## src/rtl/decodificador_bus_invert_pkg.sv

```systemverilog
// Shared constants and types for the bus-invert receive decoder.
package decodificador_bus_invert_pkg;
  localparam int DEF_W      = 8;
  localparam int DEF_CNT_W  = 16;
  localparam int HALF_W     = DEF_W / 2;
  localparam int FIFO_DEPTH = 2;

  typedef logic [DEF_W-1:0] word_t;
endpackage

```

## src/rtl/decodificador_bus_invert_contagem_bits.sv

```systemverilog
// Combinational population count of a W-bit vector.
module contagem_bits #(
  parameter int W  = 8,
  parameter int CW = $clog2(W + 1)
) (
  input  logic [W-1:0]  vec_i,
  output logic [CW-1:0] count_o
);

  // NOTE: combinational logic uses blocking '=' so the running sum is read
  // back within the same pass; clocked state always uses '<='.
  always_comb begin
    count_o = '0;
    for (int i = 0; i < W; i++) begin
      count_o = count_o + CW'(vec_i[i]);
    end
  end

endmodule

```

## src/rtl/decodificador_bus_invert.sv

```systemverilog
// Bus-invert receive decoder with toggle-rule checker, inversion counter and
// 2-entry skid FIFO. Define BUS_INVERT_PARITY_EN to add the in_par/par_err check.
module decodificador_bus_invert
  import decodificador_bus_invert_pkg::*;
#(
  parameter int W     = DEF_W,
  parameter int CNT_W = DEF_CNT_W
) (
  input  logic             clk,
  input  logic             rst_n,
  input  logic             in_valid,
  output logic             in_ready,
  input  logic [W-1:0]     in_bus,
  input  logic             in_inv,
`ifdef BUS_INVERT_PARITY_EN
  input  logic             in_par,
  output logic             par_err,
`endif
  output logic             out_valid,
  input  logic             out_ready,
  output logic [W-1:0]     out_data,
  output logic             rule_err,
  output logic [CNT_W-1:0] inv_count,
  input  logic             clr
);

  localparam int PW = $clog2(W + 1);
  localparam logic [PW-1:0] HALF_C  = PW'(W / 2);
  localparam logic [1:0]    DEPTH_C = 2'(FIFO_DEPTH);

  logic [W-1:0]     mem_q [FIFO_DEPTH];
  logic [W-1:0]     mem_d [FIFO_DEPTH];
  logic             wr_ptr_q, wr_ptr_d;
  logic             rd_ptr_q, rd_ptr_d;
  logic [1:0]       count_q, count_d;
  logic [W-1:0]     prev_bus_q, prev_bus_d;
  logic             rule_err_q, rule_err_d;
  logic [CNT_W-1:0] inv_count_q, inv_count_d;

  logic          accept, pop;
  logic [W-1:0]  decoded;
  logic [PW-1:0] toggles;

  // Handshake depends only on registered count, so no in->out or out_ready->in_ready path.
  assign in_ready  = (count_q < DEPTH_C);
  assign out_valid = (count_q != 2'd0);
  assign out_data  = mem_q[rd_ptr_q];
  assign rule_err  = rule_err_q;
  assign inv_count = inv_count_q;

  assign accept  = in_valid && in_ready;
  assign pop     = out_valid && out_ready;
  assign decoded = in_bus ^ {W{in_inv}};

  contagem_bits #(.W(W), .CW(PW)) u_contagem_bits (
    .vec_i   (in_bus ^ prev_bus_q),
    .count_o (toggles)
  );

  // NOTE: every _d gets its hold value first, so no path leaves one unassigned
  // and no latch is inferred.
  always_comb begin
    mem_d       = mem_q;
    wr_ptr_d    = wr_ptr_q;
    rd_ptr_d    = rd_ptr_q;
    count_d     = count_q;
    prev_bus_d  = prev_bus_q;
    rule_err_d  = rule_err_q;
    inv_count_d = inv_count_q;

    if (accept) begin
      mem_d[wr_ptr_q] = decoded;
      wr_ptr_d        = ~wr_ptr_q;
      prev_bus_d      = in_bus;
      if (toggles > HALF_C) rule_err_d = 1'b1;
      if (in_inv && (inv_count_q != {CNT_W{1'b1}})) inv_count_d = inv_count_q + 1'b1;
    end
    if (pop) rd_ptr_d = ~rd_ptr_q;

    case ({accept, pop})
      2'b10:   count_d = count_q + 2'd1;
      2'b01:   count_d = count_q - 2'd1;
      default: count_d = count_q;
    endcase

    // Clear has priority over a same-cycle event; prev_bus is untouched.
    if (clr) begin
      rule_err_d  = 1'b0;
      inv_count_d = '0;
    end
  end

  // NOTE: storage is reset too, because out_data must read 0 after reset.
  always_ff @(posedge clk) begin
    if (!rst_n) begin
      mem_q       <= '{default: '0};
      wr_ptr_q    <= 1'b0;
      rd_ptr_q    <= 1'b0;
      count_q     <= 2'd0;
      prev_bus_q  <= '0;
      rule_err_q  <= 1'b0;
      inv_count_q <= '0;
    end else begin
      mem_q       <= mem_d;
      wr_ptr_q    <= wr_ptr_d;
      rd_ptr_q    <= rd_ptr_d;
      count_q     <= count_d;
      prev_bus_q  <= prev_bus_d;
      rule_err_q  <= rule_err_d;
      inv_count_q <= inv_count_d;
    end
  end

`ifdef BUS_INVERT_PARITY_EN
  logic par_err_q, par_err_d;
  logic par_mismatch;

  // Even parity: in_par, in_inv and in_bus together must XOR to zero.
  assign par_mismatch = ^{in_par, in_inv, in_bus};
  assign par_err      = par_err_q;

  always_comb begin
    par_err_d = par_err_q;
    if (accept && par_mismatch) par_err_d = 1'b1;
    if (clr) par_err_d = 1'b0;
  end

  always_ff @(posedge clk) begin
    if (!rst_n) par_err_q <= 1'b0;
    else        par_err_q <= par_err_d;
  end
`endif

endmodule

```

## config.mk

```make
export PLATFORM = sky130hd
export DESIGN_NAME = decodificador_bus_invert
export DESIGN_NICKNAME = d
export VERILOG_FILES = /design/src/rtl/decodificador_bus_invert_pkg.sv /design/src/rtl/decodificador_bus_invert_contagem_bits.sv /design/src/rtl/decodificador_bus_invert.sv
export SDC_FILE = /design/constraint.sdc
export NUM_CORES = 1
export LEC_CHECK = 0
export ABC_AREA = 1
export CAP_MARGIN = 20
export CORE_UTILIZATION = 48
export DETAILED_ROUTE_END_ITERATION = 12
export GPL_TIMING_DRIVEN = 0
export PLACE_DENSITY = 0.76
export SLEW_MARGIN = 30
export SYNTH_ARGS = -nofsm -noshare
export SYNTH_HDL_FRONTEND = slang
export SYNTH_HIERARCHICAL = 1
export SYNTH_SLANG_ARGS = --single-unit
```

## constraint.sdc

```tcl
create_clock -name clk -period 3 [get_ports clk]
set_input_delay 0.3 -clock clk [delete_from_list [all_inputs] [get_ports clk]]
set_output_delay 0.3 -clock clk [all_outputs]
set_load 0.02 [all_outputs]
```

# Yosys cells after proc, flatten, opt, wreduce, memory -nomap -nowiden
# Cells that the tools add are included.
# W data, S select, Z words.
# classes
addsub	10
n_lt_le_gt_ge	5
eq_ne	3
muxes	7
n_bitwise	7
n_reduce_logical	9
# ops
cell	count
$mux W8	4
$add A4 B1 Y4	6
$add A16 B1 Y16 const B	1
$bwmux W16	1
$ne A16 B16 Y1 const B	1
$xor A8 B8 Y8	2
$demux W8 S1	1
$ge A2 B2 Y1 const B	2
$gt A4 B3 Y1 const B	1
$logic_and A1 B1 Y1	4
$not A1 Y2	2
$pmux W2 S2	1
$reduce_and A2 Y1	2
$reduce_bool A2 Y1	2
$not A1 Y1	3
$add A1 B1 Y2	1
$add A2 B1 Y2 const B	1
$eq A2 B1 Y1 const B	1
$eq A2 B2 Y1 const B	1
$lt A2 B1 Y1 const B	1
$lt A2 B2 Y1 const B	1
$reduce_or A2 Y1	1
$sub A2 B1 Y2 const B	1
# word_totals
regBits	45
input_bits	14

# Longest topological paths before layout
# Gate-level depths: netlist of the first run.
# logic_depth
ltp_word	10
depth_mapped	15
ltp_nobuf	15

# Modules after synthesis
# Netlist of the first run, hierarchy kept.
# modules_own_cells
module	instances	cells_per_inst	area_each_um2	seq_area_each_um2
decodificador_bus_invert	1	326	2290.9	900.9
contagem_bits	1	29	201.4	0.0

# Worst setup path after synthesis of the first run
# No wires, ideal clock.
# synth_timing
path_kind	flip-flop to flip-flop
start	reg prev_bus_q[0]
end	reg rule_err_q (netlist: rule_err)
setup_time_ns	0.115
arrival_time_ns	3.010
required_time_ns	2.885
path_slack_ns	-0.125
stages_incl_launch_ff	14
n_path_buf	0
synth_period_minus_slack_ns	3.125
cell_sequence	dfxtp_1 -> xor2_1 -> inv_1 -> fa_1 -> fa_1 -> fa_1 -> inv_1 -> ha_1 -> inv_1 -> fa_1 -> inv_1 -> o21ai_0 -> a21oi_1 -> o21a_1
# synth_between
elab_chain_cells	10
# synth_lines
element	line_no	source
start, declared	decodificador_bus_invert.sv:36	logic [W-1:0] prev_bus_q, prev_bus_d;
start signal, assigned	decodificador_bus_invert.sv:108	prev_bus_q <= prev_bus_d;
$xor A8 B8 Y8	decodificador_bus_invert.sv:56	.vec_i (in_bus ^ prev_bus_q),
$add A1 B1 Y2	decodificador_bus_invert_contagem_bits.sv:15	count_o = count_o + CW'(vec_i[i]);
$add A4 B1 Y4 (6 in series)	decodificador_bus_invert_contagem_bits.sv:15	
named net toggles[1]	decodificador_bus_invert.sv:42	logic [PW-1:0] toggles;
$gt A4 B3 Y1	decodificador_bus_invert.sv:75	if (toggles > HALF_C) rule_err_d = 1'b1;
$reduce_and A2 Y1 (no line)	-	
end signal, assigned	decodificador_bus_invert.sv:109	rule_err_q <= rule_err_d;
end, declared	decodificador_bus_invert.sv:37	logic rule_err_q, rule_err_d;
# The timed path passes the listed nets, and every way through them passes these cells.
# A chain may end at the register's enable or synchronous reset.

# Worst setup path after layout of the first run
# layout_timing
start	reg prev_bus_q[3]
end	reg rule_err_q (netlist: rule_err)
# layout_between
elab_chain_cells	8
# layout_lines
element	line_no
$xor A8 B8 Y8	decodificador_bus_invert.sv:56
$add A4 B1 Y4 (5 in series)	decodificador_bus_invert_contagem_bits.sv:15
named net toggles[1]	decodificador_bus_invert.sv:42
$gt A4 B3 Y1	decodificador_bus_invert.sv:75
$reduce_and A2 Y1 (no line)	-
# The timed path passes the listed nets, and every way through them passes these cells.

==> flow_summary.yaml, run 1 <==
status:
  run_status: "finished, violations left"
  violations_in_the_final_reports: "negative setup slack"
clock_network:
  number_of_buffers_inserted_during_clock_tree_synthesis: 5
  h-tree-depth: 2
  clockBufferDepth: 2
  cts_root_buf: "clkbuf_8"
  tritoncts_clock_tree: "built"
  clock_sink_count: 45
  clk_latency_ns: 0.31
  clkTransAtPathRegs_ns: 0.10
worst_setup_path:
  worstSetupStartpointType: "flop"
  slowest_delay_ns: 0.53
  cp_cell_sequence: "xor2_1, inv_1, fa_1, fa_1, fa_1, inv_1, ha_2, inv_2, fa_1, inv_1, o21ai_2, a21oi_2, o21a_1"
  ff2ff_path_depth: 13
  worstSetupEndpointType: "flop"
  critical_path_required_ns: 3.20
  crit_path_top_delay_cell: "fa_1"
  worst_path_most_repeated_cell: "fa_1"
  rr_endpoint: "rule_err"
  crit_arrival_ns: 3.49
  crit_fanout: 2
  timing_worst_setup_path_type: "flop to flop"
  r2r_setup_slack_ns: -0.28
  crit-reg2reg-launch: "prev_bus_q[3]"
worst_hold_path:
  worstHoldEndpoint: "mem_q[8]"
  min_from: "in_inv"
  min_path_cells: 4
  hold_path_class: "primary input to flop"
timing:
  grt_setup_unrepaired: "yes"
  slew-limit-headroom: 0.5706
  timing.hold.ws_ns: 0.3245
  tightestPinTransition_ns: 0.6417
  drv_slew: 0
  fin_crit_sh: 1.094
  final-setup-viol-count: 1
  setup_tns_ns: -0.2823
  achievable-frequency_mhz: 304.7
  hold_viol: 0
  fin_crit_ns: 3.282
  finalWorstSetupSlack_ns: -0.2823
  fin_worst_skew_ns: 0.01196
finish:
  drive_gt1_frac: 0.1017
  antenna_cells_inserted: 0
  n_fill_cell: 449
  fraction_of_the_core_area_covered_by_cells_at_the_end_of_the_flow: 0.6346
  multi_input_area_um2: 1325
  ff_latch_area_um2: 903.4
  post_layout_net_count: 425
  mostFrequentLayoutCells: "nand2_1 (64), nor2_1 (55), inv_1 (49), dfxtp_1 (43), clkdlybuf4s50_1 (36)"
  mostFrequentLayoutCell: "nand2_1"
  layout-area-overhead-vs-synth_pct: 23.44
route:
  vias_per_cell: 4.862
  drt_pre_antenna_iters: 4
  routed-via-count: 2285
  drt-total-wl_mm: 5.536
  first_iter_violations: 115
  routed_wire_length_per_instance_um: 11.78
  detail-route-antenna-nets: 0
  drt_drc_violations_left: 0
global_routing:
  grt_first_pass_wirelength_mm: 8.859
  global_route.peak_usage_layer: "met2"
  groute.usage.overall: 0.2127
  grt_max_degree: 17
  first_global_vias: 2047
  antenna_found_initial: 0
  groute.layer.met2.usage: 0.3515
  grt_overflow_total: 0
  groute.layer.met1.usage: 0.2647
  met3_usage: 0.04743
job:
  drv_cap: 0
pwr:
  fin_total_pwr_uw: 1969
  power_per_cell_area_nw_per_um2: 640.0
  maximum_ir_drop_on_the_vdd_rail_uv: 372.8
  p_leak_uw: 0.001317
synthesis:
  synth_edf_count: 0
  yosys_most_used_dff: "dfxtp_1"
  yosys_warnings: 6
  post_synth_num_cell_types: 26
  ys_ff_latch: 45
  syn-num-nets: 378
  synth_cells: 355
  ys_async_rst_share: 0
  postSynthAreaPerCell_um2: 7.021
  seq_area_frac_synth: 0.3614
  mappedNetlistArea_um2: 2492
place:
  hpwl_mm: 3.960
  io_buffer_count: 39
  replace_congestion: 0.8146
  pre_cts_ws_ns: -0.8158
floorplanning:
  die-width_um: 74.06
  chip_height_um: 74.06
  initial_core_util: 0.5141
  core-area_um2: 4848
  i_o_pin_count: 41
  rows: 25
  fp.dieArea_um2: 5485
registers in the layout, indices dropped and copies added, names as in the netlist:
signal      flops
rd_ptr_q        1
rule_err        1
mem_q          16
inv_count      16
wr_ptr_q        1
prev_bus_q      8
count_q         2
how the worst max path moves through the flow:
| stage | slack [ns] | endpoint | cells after the start | from |
|---|---|---|---|---|
| final | -0.28 | rule_err | 13 | prev_bus_q[3] |
| after global routing | -0.40 | rule_err | 13 | prev_bus_q[0] |
| after CTS | -0.25 | rule_err | 13 | prev_bus_q[0] |
| after detailed placement | -0.82 | rule_err | 14 | in_bus[0] |
| after global placement | -0.79 | rule_err | 14 | in_bus[0] |
| after floorplan | -0.12 | rule_err | 13 | prev_bus_q[0] |
stage by stage:
stage          std cells  instance area, µm²
2_1_floorplan        355                2492
3_3_place_gp         461                2967
3_5_place_dp         461                2967
4_1_cts              469                3058
5_1_grt              470                3077
6_report             470                3077
area by class of cell:
type                            instances  share of cell area
Tap cell                               67             0.02725
Clock inverter                          3            0.008133
Inverter                               53             0.06466
Timing Repair Buffer                   40              0.1281
Buffer                                 12             0.02521
Multi-Input combinational cell        245              0.4307
Sequential cell                        45              0.2936
Clock buffer                            5             0.02237
layer usage:
metal  wire, µm  vias to the layer above
met3        228                       10
met1       2535                     1025
met4        110                        0
met2       2661                       53
li1           -                     1197
met5          0                        -
Yosys cell counts, types with 2 or more instances:
cell type   n  area (µm²)
nand2_1    64       240.2
nor2_1     55       206.5
inv_1      50       187.7
dfxtp_1    45       900.9
o21ai_0    35       175.2
a21oi_1    26       130.1
xor2_1     19       166.4
nand3_1    17       85.08
buf_2       5       25.02
ha_1        5       62.56
fa_1        4       80.08
nand2_2     4       25.02
nand3_2     4       40.04
nor2_4      4       45.04
clkbuf_1    3       11.26
inv_2       3       11.26
buf_6       2       22.52
nand4_1     2       12.51
cell families (layout without fill, tap and decap cells):
logic type,after synthesis,count (layout),synth area share
adders and majority gates,9,9,0.05723
buffers and inverters,65,113,0.1109
AOI/OAI and AO/OA,64,64,0.1310
xor gates and xnor gates,19,19,0.06677
DFF,45,45,0.3614
and+or+nand+nor,153,153,0.2726
where the power goes:
part / switching (µW) / total, µW / internal (µW)
logic: 500 / 854 / 355
registers: 40.9 / 717 / 676
clock network: 230 / 398 / 168
total: 770 / 1970 / 1200
worst max-delay path: cells and delay by family, from the launching register on:
kind / cells / cell delay (ns)
adders and majority gates: 5 / 2.10
DFF: 1 / 0.35
buffers and inverters: 4 / 0.24
xor gates and xnor gates: 1 / 0.13
AOI/OAI and AO/OA: 3 / 0.37
repair_timing:
item                                    CTS  global route
resized for setup                         5             5
endpoints found under the setup margin    1             1
pin swaps                                 1             4
hold buffers                              0             0
setup buffers                             0             1
(Power assumes the default switching activity.)
==> run 2, diff against run 1 <==
--- a/config.mk
+++ b/config.mk
@@ -7,9 +7,9 @@
 export LEC_CHECK = 0
 export ABC_AREA = 1
 export CAP_MARGIN = 20
+export CORE_ASPECT_RATIO = 1.2
 export CORE_UTILIZATION = 48
 export DETAILED_ROUTE_END_ITERATION = 12
-export GPL_TIMING_DRIVEN = 0
 export PLACE_DENSITY = 0.76
 export SLEW_MARGIN = 30
 export SYNTH_ARGS = -nofsm -noshare
==> run 2 against run 1 <==
Against the previous run: the run still ends with negative setup slack left; global-route usage decreased by 0.61 points; fmax is 0.36% higher; flip-flop and latch count unchanged; largest power group unchanged; utilization down 1.5 points.
==> flow_summary.yaml, run 2 (synthesis results as in run 1) <==
worst_setup_path:
  critPathTopFamily: "adder cells"
  crit_path_top_delay_cell: "fa_1"
  ff2ff_path_depth: 13
  crit_arrival_ns: 3.47
  worstSetupEndpointType: "flop"
  crit_fanout: 2
  crit_buf_inv: 4
  rr_endpoint: "rule_err"
  critical_path_required_ns: 3.20
  crit-reg2reg-launch: "prev_bus_q[0]"
  worst_path_most_repeated_cell: "fa_1"
  worstSetupStartpointType: "flop"
  timing_worst_setup_path_type: "flop to flop"
  r2r_setup_slack_ns: -0.27
  cp_cell_sequence: "xor2_1, inv_1, fa_1, fa_1, fa_1, inv_1, ha_2, inv_2, fa_1, inv_1, o21ai_1, a21oi_1, o21a_1"
  slowest_delay_ns: 0.56
global_routing:
  first_global_vias: 2048
  grt_overflow_total: 0
  antenna_found_initial: 0
  grt_first_pass_wirelength_mm: 8.700
  grt_max_degree: 23
  groute.usage.overall: 0.2065
finish:
  antenna_cells_inserted: 0
  post_layout_net_count: 423
  drive_gt1_frac: 0.09975
  mostFrequentLayoutCells: "nand2_1 (64), nor2_1 (55), inv_1 (49), dfxtp_1 (43), clkdlybuf4s50_1 (37)"
  multi_input_area_um2: 1318
  n_fill_cell: 480
  layout-area-overhead-vs-synth_pct: 23.64
  mostFrequentLayoutCell: "nand2_1"
  ff_latch_area_um2: 903.4
  stdcell_area_um2: 3082
timing:
  grt_setup_unrepaired: "yes"
  drv_slew: 0
  slew-limit-headroom: 0.5212
  fin_crit_sh: 1.090
  final-setup-viol-count: 1
  fin_crit_ns: 3.270
  tightestPinTransition_ns: 0.7165
  finalWorstSetupSlack_ns: -0.2705
  fin_worst_skew_ns: 0.009392
  achievable-frequency_mhz: 305.8
  setup_tns_ns: -0.2705
  hold_viol: 0
pwr:
  power_per_cell_area_nw_per_um2: 638.5
  p_leak_uw: 0.001330
  fin_total_pwr_uw: 1968
  maximum_ir_drop_on_the_vdd_rail_uv: 276.4
floorplanning:
  die-width_um: 67.78
  chip_height_um: 80.94
  fp.dieArea_um2: 5486
  core-area_um2: 4975
  i_o_pin_count: 41
  initial_core_util: 0.5010
  rows: 28
worst_hold_path:
  min_from: "mem_q[0]"
  hold_path_class: "flop to flop"
  worstHoldEndpoint: "mem_q[0]"
  min_path_cells: 2
route:
  first_iter_violations: 145
  drt_pre_antenna_iters: 4
  routed_wire_length_per_instance_um: 11.06
  detail-route-antenna-nets: 0
  drt-total-wl_mm: 5.099
  routed-via-count: 2238
  vias_per_cell: 4.855
  drt_drc_violations_left: 0
place:
  replace_congestion: 0.8304
  hpwl_mm: 3.646
  placed_area_um2: 2965
  io_buffer_count: 40
status:
  violations_in_the_final_reports: "negative setup slack"
  run_status: "finished, violations left"
clock_network:
  cts_root_buf: "clkbuf_8"
  clockBufferDepth: 2
  clock_sink_count: 45
  h-tree-depth: 2
  tritoncts_clock_tree: "built"
  clkTransAtPathRegs_ns: 0.09
  clk_latency_ns: 0.30
  number_of_buffers_inserted_during_clock_tree_synthesis: 5
job:
  drv_cap: 0
run 2: cell count changes in the layout (fill, tap and decap cells not counted), moves of 2 or more:
| cell | before | now |
|---|---|---|
| buf_4 | 1 | 10 |
| buf_2 | 5 | 0 |
| clkbuf_1 | 3 | 0 |
| buf_6 | 2 | 0 |
run 2: per-layer routing:
metal	share of wire	track usage
met1	0.48	0.2478
met2	0.48	0.3614
met3	0.033	0.03933
met4	0.012	0.07083
met5	0	0
run 2: repair_timing:
action	4_1_cts	5_1_grt
setup endpoints to repair	1	1
pin swaps	3	2
hold buffers	0	0
buffers inserted	0	0
cloned	0	0
resized for setup	7	1
run 2: worst max path at each step:
stage                       start       end  slack [ns]  cells after the start
global route        prev_bus_q[0]  rule_err       -0.42                     13
global placement        in_bus[0]  rule_err       -0.75                     14
CTS                 prev_bus_q[3]  rule_err       -0.32                     13
detailed placement      in_bus[0]  rule_err       -0.80                     14
finish              prev_bus_q[0]  rule_err       -0.27                     13
floorplan           prev_bus_q[0]  rule_err       -0.12                     13
run 2: where the power goes:
group          internal, µW  switching (µW)  total, µW
Sequential              676            46.4        722
Clock                   250             221        470
Combinational           336             439        775
Total                  1260             706       1970
run 2: cell type report:
| cell class | instances | share of cell area |
|---|---|---|
| Clock buffer | 5 | 0.02233 |
| Tap cell | 60 | 0.02436 |
| Multi-Input combinational cell | 245 | 0.4275 |
| Clock inverter | 3 | 0.01502 |
| Inverter | 53 | 0.06456 |
| Timing Repair Buffer | 50 | 0.1531 |
| Sequential cell | 45 | 0.2931 |
run 2: metrics by stage:
stage                     instances  utilization  hold WS, ns  worst slack, ns
after floorplan                 355            -       0.4245          -0.1248
final                           461       0.6195       0.4568          -0.2705
after global placement          453       0.5961       0.4336          -0.7513
after global routing            461       0.6195       0.4769          -0.4156
after CTS                       461       0.6192       0.4606          -0.3204
after detailed placement        453       0.5961       0.4461          -0.8020
run 2: worst reg2reg max path, cell delays in order (launching register included):
cell	delay [ns]
dfxtp_2	0.34
xor2_1	0.14
inv_1	0.08
fa_1	0.56
fa_1	0.44
fa_1	0.44
inv_1	0.07
ha_2	0.18
inv_2	0.04
fa_1	0.48
inv_1	0.04
o21ai_1	0.12
a21oi_1	0.07
o21a_1	0.19
==> RTL edit 1 (flow settings as in run 2) <==
Set the package constant `DEF_CNT_W` to 32 (it was 16).
--- a/src/rtl/decodificador_bus_invert_pkg.sv
+++ b/src/rtl/decodificador_bus_invert_pkg.sv
@@ -1,7 +1,7 @@
 // Shared constants and types for the bus-invert receive decoder.
 package decodificador_bus_invert_pkg;
   localparam int DEF_W      = 8;
-  localparam int DEF_CNT_W  = 16;
+  localparam int DEF_CNT_W  = 32;
   localparam int HALF_W     = DEF_W / 2;
   localparam int FIFO_DEPTH = 2;
 
Ports: changed (resized inv_count); port bits go from 41 to 57. The function was not compared with the original's and may differ.
==> RTL edit 1 against run 2 <==
- the flow still finishes with violations (negative setup slack)
- design area increased by 41%
- sequential cell count up 16
- sequential share of layout area decreased by 1.1 points
- total power increased by 21%
- area after synthesis increased by 39%
- wire length up 69%
- non-clock buffer count up 21
- setup slack worse by 0.012 ns
==> RTL edit 1: results (changes against run 2) <==
- The relative slew slack is 73.3% (+21 points).
- The endpoint arrival time on the critical path is 3.52 ns (+0.05 ns).
- The net switching share of the total power is 33.1% (-2.8 points).
- The final routed wire length divided by cell count came to 12.5 um (+13%).
- The instance count after placement with tap cells included is 675 (+49%).
- The register cell area after layout came to 1220 um^2 (+35%).
- The static power due to leakage came to 1.69 nW (+27%).
- The H-tree level count is 3 (+1).
- The startpoint identified for the worst hold timing path is mem_q[6].
- The checks that failed: negative setup slack.
- The final setup violation count is 1 (unchanged).
- The adder-cell area share of the yosys netlist was 4.12% (-1.6 points).
- The met1 layer usage reported by global route came to 27.8% (+3.0 points).
- The summed negative setup slack over all endpoints is -0.282 ns (-0.0117 ns).
- The final instance count without filler cells came to 689 (+49%).
- The detailed route wirelength on metal3 is 456 um (+170%).
- The xor/xnor cell area share of the yosys netlist is 4.30% (-2.4 points).
- The clock-pin slew reported for the worst setup and hold paths after clock tree synthesis was 0.07 ns (-0.02 ns).
- The compound-cell area share of the yosys netlist is 13.4% (+0.29 points).
- The quantity of I/O buffers inserted on ports is 56 (+40%).
- The clock insertion delay at the later pin of the skew report is 0.34 ns (+0.04 ns).
- The post-DP HPWL is 6.24 mm (+71%).
- The share of post-route cells with drive strength above 1 was 7.64% (-2.3 points).
- Sorting the synthesized cells by how often they occur yields sky130_fd_sc_hd__nor2_1 (105), sky130_fd_sc_hd__nand2_1 (103), sky130_fd_sc_hd__inv_1 (73), sky130_fd_sc_hd__dfxtp_1 (61), sky130_fd_sc_hd__o21ai_0 (44).
- The combinational share of power is 31.3% (-8.1 points).
- The minimum setup slack after placement is -0.837 ns (-0.0348 ns).
- The placed instance area is 4150 um^2 (+40%).
- The overall track demand over capacity in global routing came to 24.2% (+3.6 points).
- By area the synthesized netlist is led by sky130_fd_sc_hd__dfxtp_1 (35%), sky130_fd_sc_hd__nor2_1 (11%), sky130_fd_sc_hd__nand2_1 (11%).
- The final setup slack of the worst path is -0.282 ns (-0.0117 ns).
- The flow ran to the end, but the final reports show violations.
- The synthesized instance count is 536 (+51%).
- The pin count of the biggest net entering global routing is 40 (+74%).
- The routability congestion estimate is 0.867 (+4.4%).
-- RTL edit 1: cell count changes after synthesis, sizes merged, moves of 6 or more --
| cell | delta |
|---|---|
| nor2 | +52 |
| nand2 | +38 |
| inv | +22 |
| nand3 | +20 |
| dfxtp | +16 |
| o21ai | +9 |
| o21bai | +9 |
| clkbuf | +6 |
| nor3 | +6 |
-- RTL edit 1: tightest hold or removal path, cell delays in order, from the launching register on --
cell	delay [ns]
sky130_fd_sc_hd__dfxtp_1	0.30
sky130_fd_sc_hd__inv_1	0.05
sky130_fd_sc_hd__a21oi_1	0.05
-- RTL edit 1: layout make-up --
class                      count  share of cell area (%)
multi-input combinational    381                    43.1
sequential                    61                    28.2
timing repair buffer          71                    15.4
inverter                      75                    6.50
clock buffer                  12                    3.35
tap                           87                    2.51
clock inverter                 2                   0.809
-- RTL edit 1: timing repair --
action	CTS	global route
pin swaps	3	2
gates resized for setup	7	1
endpoints found under the setup margin	1	1
==> RTL edit 2 (settings of run 2) <==
Without the edit above. Register the output `inv_count` once more; this adds one clock of latency there. The other outputs are not delayed to match.
--- a/src/rtl/decodificador_bus_invert.sv
+++ b/src/rtl/decodificador_bus_invert.sv
@@ -46,7 +46,9 @@
   assign out_valid = (count_q != 2'd0);
   assign out_data  = mem_q[rd_ptr_q];
   assign rule_err  = rule_err_q;
-  assign inv_count = inv_count_q;
+  always_ff @(posedge clk) begin
+    inv_count <= inv_count_q;
+  end
 
   assign accept  = in_valid && in_ready;
   assign pop     = out_valid && out_ready;
Check against the original RTL: not equivalent (Yosys sat finds a counterexample within 4 cycles, from zero or initial values and one cycle with rst_n low).
==> RTL edit 2 against run 2 <==
- the run still ends with negative setup slack left
- design area grew 14%
- wire length grew 17%
- combinational power shrank 8.9%
- total power grew 15%
- core utilization grew 0.24 points
- clock skew grew 0.0011 ns
- area after synthesis grew 14%
- sequential cell count grew 16
- sequential share of layout area grew 5.4 points
- setup slack gained 0.077 ns
==> RTL edit 2: results (changes against run 2) <==
- The count of unique library cells instantiated by Yosys is 25 (-3.8%).
- The filler cell count in the final layout came to 506 (+5.4%).
- The buffer count excluding the clock tree in the final layout is 51 (+2.0%).
- The register area share after synthesis came to 43.1% (+7.0 points).
- After synthesis, the most frequently instantiated cells are sky130_fd_sc_hd__nand2_1 (68), sky130_fd_sc_hd__dfxtp_1 (61), sky130_fd_sc_hd__inv_1 (58), sky130_fd_sc_hd__nor2_1 (54), sky130_fd_sc_hd__o21ai_0 (37).
- The xor/xnor cell area share of the yosys netlist is 5.57% (-1.1 points).
- The buffering overhead is 13.6% (-1.7 points).
- The adder-cell area share of the yosys netlist is 5.04% (-0.68 points).
- The instance count after placement with tap cells included came to 502 (+11%).
- The worst setup skew after layout is 0.0105 ns (+0.00115 ns).
- The final setup slack of the worst path was -0.194 ns (+0.0766 ns).
- The placeable core area is 5670 um^2 (+14%).
- The number of multi-input combinational cells in the layout came to 250 (+2.0%).
- The post-DP HPWL came to 4.24 mm (+16%).
- The final setup violation count is 1 (unchanged).
- The count of routing violations after the opening detailed-route iteration is 140 (-3.4%).
- The routability congestion estimate is 0.783 (-5.7%).
- By area the synthesized netlist is led by sky130_fd_sc_hd__dfxtp_1 (43%), sky130_fd_sc_hd__nand2_1 (9.0%), sky130_fd_sc_hd__inv_1 (7.7%).
- The share of post-route cells with drive strength above 1 is 10.7% (+0.76 points).
- The fraction of standard cell area in multi-input logic is 37.4% (-5.3 points).
- The number of global-route vias before repair is 2397 (+17%).
- The flow ran to the end, but the final reports show violations.
- The final reports fail on negative setup slack.
- The pin count of the biggest net entering global routing is 21 (-8.7%).
- The total power is 0.00227 W (+15%).
- The area growth from synthesis to layout is 24.5%.
- The met1 layer usage reported by global route was 22.8% (-2.0 points).
- The worst IR drop on VDD was 0.000309 V (+12%).
- The total number of nets in the final design is 456 (+7.8%).
- The total internal power is 0.00148 W (+18%).
- The clock-pin slew reported for the worst setup and hold paths after clock tree synthesis is 0.07 ns (-0.02 ns).
- The global-route met2 utilization is 37.1% (+0.99 points).
- The wire length on met2 came to 3.10 mm (+28%).
## RTL edit 2: changes by cell type after synthesis, moves of 3 or more
| cell | run 2 | this run |
|---|---|---|
| sky130_fd_sc_hd__dfxtp_1 | 45 | 61 |
| sky130_fd_sc_hd__nand3_1 | 17 | 21 |
| sky130_fd_sc_hd__nor2_4 | 4 | 1 |
| sky130_fd_sc_hd__nor2_2 | 1 | 4 |
| sky130_fd_sc_hd__inv_1 | 50 | 58 |
| sky130_fd_sc_hd__nand2_1 | 64 | 68 |
## RTL edit 2: worst paths after layout
path / startpoint / to / slack (ns) / cells after the start
max: prev_bus_q[0] / rule_err / -0.19 / 13
min: inv_count_q[3] / inv_count[3] / 0.37 / 0
max reg2reg: prev_bus_q[0] / rule_err / -0.19 / 13
min reg2reg: inv_count_q[3] / inv_count[3] / 0.37 / 0
## RTL edit 2: timing repair
action / in CTS / in global routing
setup buffers: 0 / 0
setup endpoints to repair: 1 / 1
resized for setup: 8 / 3
pin swaps: 2 / 2
